$ cat config.mk
export PLATFORM = sky130hd
export DESIGN_NAME = regfile_wb_arbiter
export DESIGN_NICKNAME = d
export VERILOG_FILES = /design/src/rtl/regfile_wb_arbiter.sv
export SDC_FILE = /design/constraint.sdc
export NUM_CORES = 1
export LEC_CHECK = 0
export BUFFER_PORTS_ARGS = -buffer_cell sky130_fd_sc_hd__clkbuf_2
export CAP_MARGIN = 5
export CORE_MARGIN = 2
export CORE_UTILIZATION = 33
export CTS_CLUSTER_DIAMETER = 150
export DETAILED_ROUTE_END_ITERATION = 12
export PLACE_DENSITY = 0.7
export SLEW_MARGIN = 20
export SYNTH_ARGS = -nofsm -noshare
export SYNTH_HDL_FRONTEND = slang
export SYNTH_SLANG_ARGS = --single-unit
$ cat constraint.sdc
create_clock -name clk -period 2.2 [get_ports clk]
set_input_delay 0.11 -clock clk [delete_from_list [all_inputs] [get_ports clk]]
set_output_delay 0.11 -clock clk [all_outputs]
set_load 0.05 [all_outputs]
$ cat src/rtl/regfile_wb_arbiter.sv
// rtl/regfile_wb_arbiter.sv - round-robin arbiter sharing the register file write port
// Grants one writeback source per cycle and registers the winning write toward the register file.
module regfile_wb_arbiter #(
   parameter int NUM_REQ = 3,
   parameter int XLEN    = 32,
   parameter int AW      = 5,
   parameter int CNT_W   = 16
) (
   input  logic                       clk,
   input  logic                       reset,
   input  logic [NUM_REQ-1:0]         req_valid,
   input  logic [NUM_REQ*AW-1:0]      req_rd,
   input  logic [NUM_REQ*XLEN-1:0]    req_data,
   output logic [NUM_REQ-1:0]         req_ready,
   input  logic                       wb_stall,
   output logic                       reg_we,
   output logic [AW-1:0]              rd,
   output logic [XLEN-1:0]            wd,
   output logic [$clog2(NUM_REQ)-1:0] wb_src,
   output logic [CNT_W-1:0]           conflict_cnt
);

   localparam int SW = $clog2(NUM_REQ);

   logic [SW-1:0]   ptr;
   logic [SW-1:0]   grant_idx;
   logic [SW-1:0]   next_ptr;
   logic [SW:0]     cand;
   logic            grant_any;
   logic            seen;
   logic            multi;
   logic [AW-1:0]   sel_rd;
   logic [XLEN-1:0] sel_data;

   // Search from ptr upward with wrap; the extra bit of cand absorbs the overflow before wrapping.
   always_comb begin
      grant_any = 1'b0;
      grant_idx = '0;
      cand      = '0;
      for (int k = 0; k < NUM_REQ; k++) begin
         cand = {1'b0, ptr} + (SW+1)'(k);
         if (cand >= (SW+1)'(NUM_REQ)) begin
            cand = cand - (SW+1)'(NUM_REQ);
         end
         if (!grant_any && req_valid[cand[SW-1:0]]) begin
            grant_any = 1'b1;
            grant_idx = cand[SW-1:0];
         end
      end
      if (reset || wb_stall) begin
         grant_any = 1'b0;
      end
   end

   always_comb begin
      req_ready = '0;
      for (int i = 0; i < NUM_REQ; i++) begin
         req_ready[i] = grant_any && (grant_idx == SW'(i));
      end
   end

   always_comb begin
      seen  = 1'b0;
      multi = 1'b0;
      for (int i = 0; i < NUM_REQ; i++) begin
         if (req_valid[i]) begin
            if (seen) begin
               multi = 1'b1;
            end
            seen = 1'b1;
         end
      end
   end

   assign sel_rd   = req_rd[int'(grant_idx)*AW +: AW];
   assign sel_data = req_data[int'(grant_idx)*XLEN +: XLEN];
   assign next_ptr = (grant_idx == SW'(NUM_REQ-1)) ? '0 : grant_idx + 1'b1;

   always_ff @(posedge clk) begin
      if (reset) begin
         ptr          <= '0;
         reg_we       <= 1'b0;
         rd           <= '0;
         wd           <= '0;
         wb_src       <= '0;
         conflict_cnt <= '0;
      end else begin
         if (grant_any) begin
            ptr    <= next_ptr;
            rd     <= sel_rd;
            wd     <= sel_data;
            wb_src <= grant_idx;
            // x0 is hardwired zero: the handshake completes but nothing is written.
            reg_we <= (sel_rd != '0);
         end else begin
            reg_we <= 1'b0;
         end
         if (multi && (conflict_cnt != {CNT_W{1'b1}})) begin
            conflict_cnt <= conflict_cnt + 1'b1;
         end
      end
   end

endmodule

==> flow_summary.json <==
{
  "vias": 4357,
  "p_sw_w": 0.004096,
  "switching_share_pct": 46.59,
  "arrival_ns": 2.42,
  "synth_nets": 565,
  "tightest_slew_ns": 0.6027,
  "relSlewSlack_pct": 59.82,
  "async_flop_share_pct": 0,
  "ir_worst_vdd_mv": 0.7920,
  "wl_per_cell_um": 16.44,
  "worst-path-max-fanout": 6,
  "criticalPathCategory": "reg2out",
  "crit_path_max_incr_delay_ns": 0.38,
  "fin_util_pct": 60.96,
  "cts_num_sinks": 58,
  "viasPerCell": 5.288,
  "critPathTopFamily": "compound AO/OA/AOI/OAI gates",
  "dp_hpwl_um": 8838,
  "synthDistinctLibCells": 53,
  "grt.overflow.total": 0,
  "fin_tns_setup_ns": -11.16,
  "die_w_um": 105.3,
  "drive_gt1_share_pct": 57.16,
  "synthTopCellsByArea": "dfxtp_1, nand2_1, a21oi_1, o21ai_0, a31o_2",
  "clock.fmax_mhz": 395.3,
  "cts_buffers": 9,
  "nets": 808,
  "drt_iter0_drc": 248,
  "grt_pass1_vias": 4179,
  "seqPwrFrac_pct": 17.7,
  "drtAntennaViolNets": 0,
  "ys_warn_count": 0,
  "fin_cells": 824,
  "holdWs_ns": 0.01807,
  "period_share_pct": 115.0,
  "cts_root_buf": "clkbuf_8",
  "status": "complete, but fails checks",
  "gp_congestion": 0.9133,
  "crit_buf_inv": 3,
  "multi_input_area_mm2": 0.002506,
  "grt_use_total_pct": 22.57,
  "crit_chain": "inv_4 > ha_4 > mux2_4 > o2bb2ai_4 > buf_6 > o31ai_4 > or2_4 > nor3_4 > buf_8",
  "synth_flop_cell": "dfxtp_1",
  "cts_tree": "yes",
  "synth_edf_count": 0,
  "routed_wl_um": 13550,
  "power.clock.fraction_pct": 13.3,
  "dr.pass1.iters": 4,
  "numPortBuffers": 175,
  "syn_area_per_cell_um2": 7.648,
  "syn_area_mm2": 0.003388,
  "hold_violations": 0,
  "fin_ws_ns": -0.3295,
  "finalSetupViolCount": 45,
  "rsz0062_at_grt": "yes",
  "die_area_mm2": 0.01109,
  "finClkSkew_ns": 0.01163,
  "initial_core_util_pct": 34.35,
  "grt_max_degree": 39,
  "yosysTopAreaCellShare_pct": 34.27,
  "clkTransAtPathRegs_ns": 0.07,
  "drc": 0,
  "combPwrFrac_pct": 69.1,
  "num-fill-cells": 816,
  "antenna_found_initial": 0,
  "num_io_pins": 176,
  "core_mm2": 0.009864,
  "htree_levels": 3,
  "hp-class": "in2reg",
  "clk_latency_ns": 0.34,
  "slew_violations": 0,
  "p_total_w": 0.008792,
  "syn_inst": 443,
  "internal_power_w": 0.004696,
  "required_ns": 2.09,
  "leakage_nw": 2.677,
  "dp.cells": 768,
  "regArea_mm2": 0.001174,
  "violations": "setup timing",
  "p_per_area_mw_per_mm2": 1462,
  "final.min_clock_period_ns": 2.530,
  "die_y_um": 105.3,
  "row_count": 36,
  "yosysSeqAreaShare_pct": 34.27,
  "critPathCaptureType": "output port",
  "area_growth_pct": 77.47,
  "synth_seq_cells": 58,
  "maxCapViolCount": 0,
  "post-synth-top-area-cell": "dfxtp_1",
  "slowest_stage": "dfxtp_4",
  "cts_buffer_depth": 2,
  "diodes": 0,
  "grt_pass1_wl_um": 20210,
  "critPathLaunchType": "flip-flop"
}
## kinds of logic (layout without fill, tap and decap cells)
kind of cell	after synthesis	count (layout)	synth area share (%)
buf+inv	40	288	6.684
xor+xnor	7	7	1.809
simple gates	176	176	22.16
compound gates	147	147	29.91
flops	58	58	34.27
fa+ha+maj	6	6	2.142
mux	9	9	3.028
## layout make-up
class,count,area share [%]
sequential,58,19.52
multi-input combinational,345,41.68
clock buffer,12,2.601
clock inverter,4,1.186
tap,133,2.767
inverter,9,0.6450
timing repair buffer,263,31.61
## state kept, by name, indices dropped and copies added, names as in the netlist
name	cells
conflict_cnt	16
wd	32
wb_src	2
rd	5
reg_we	1
ptr	2
## per-layer routing
metal	GRT usage (%)	up-vias	wire length, µm
li1	-	2067	-
met2	38.76	195	6788
met3	5.690	28	788
met4	7.810	0	322
met5	0	-	0
met1	27.29	2067	5649
## power groups by stage
stage / Combinational [W] / Sequential, W / Clock [W]
CTS: 0.00539 / 0.00151 / 0.00119
floorplan: 0.00232 / 0.00243 / 0
global route: 0.00639 / 0.00158 / 0.00125
finish: 0.00607 / 0.00155 / 0.00117
detailed placement: 0.00435 / 0.00153 / 0
global placement: 0.00427 / 0.00152 / 0
## through the flow
step	worst slack, ns	cell area, µm²
global route	-0.4241	6013
global placement	-0.1400	4735
floorplan	-0.2269	3515
CTS	-0.3168	5564
finish	-0.3295	6013
detailed placement	-0.2193	4735
## worst paths after layout
path	from	end	slack (ns)	cells past startpoint
worst min-delay path	req_data[56]	wd[24]	0.02	2
worst min register to register	wd[2]	wd[2]	0.46	2
worst max register to register	ptr[0]	wd[24]	-0.31	12
worst max-delay path	ptr[0]	req_ready[0]	-0.33	9
## cells in the mapped netlist, types with 3 or more instances
cell type,number
a211oi_1,4
a21oi_1,43
a31o_2,15
and2_1,3
clkbuf_1,12
o211ai_1,3
a41o_1,3
inv_1,9
xnor2_1,5
buf_2,10
nand3_1,10
buf_6,8
ha_1,5
o21ai_0,33
a221oi_1,5
o31ai_1,5
or3_1,8
nor2_1,32
mux2i_1,5
nand2_1,104
dfxtp_1,58
nor3_1,5
o21ai_1,5
a31o_1,13
## cell usage in the layout, fill, tap and decap left out, types with 10 or more instances in the layout
cell and count:
buf_4 46, buf_12 10, dfxtp_1 52, buf_6 17, a31o_2 14, o21ai_2 23, a31o_1 13, clkbuf_2 172
nand2_1 91, nor2_1 24, a21oi_1 22, a21oi_2 21
## timing repair
action / in CTS / in global routing
gates resized for setup: 78 / 90
gates cloned: 5 / 2
hold endpoints to repair: 7 / 0
pin swaps: 22 / 30
buffers inserted: 16 / 18
endpoints found under the setup margin: 44 / 45
hold buffers: 7 / 0
Power figures use the tool's default switching activity.
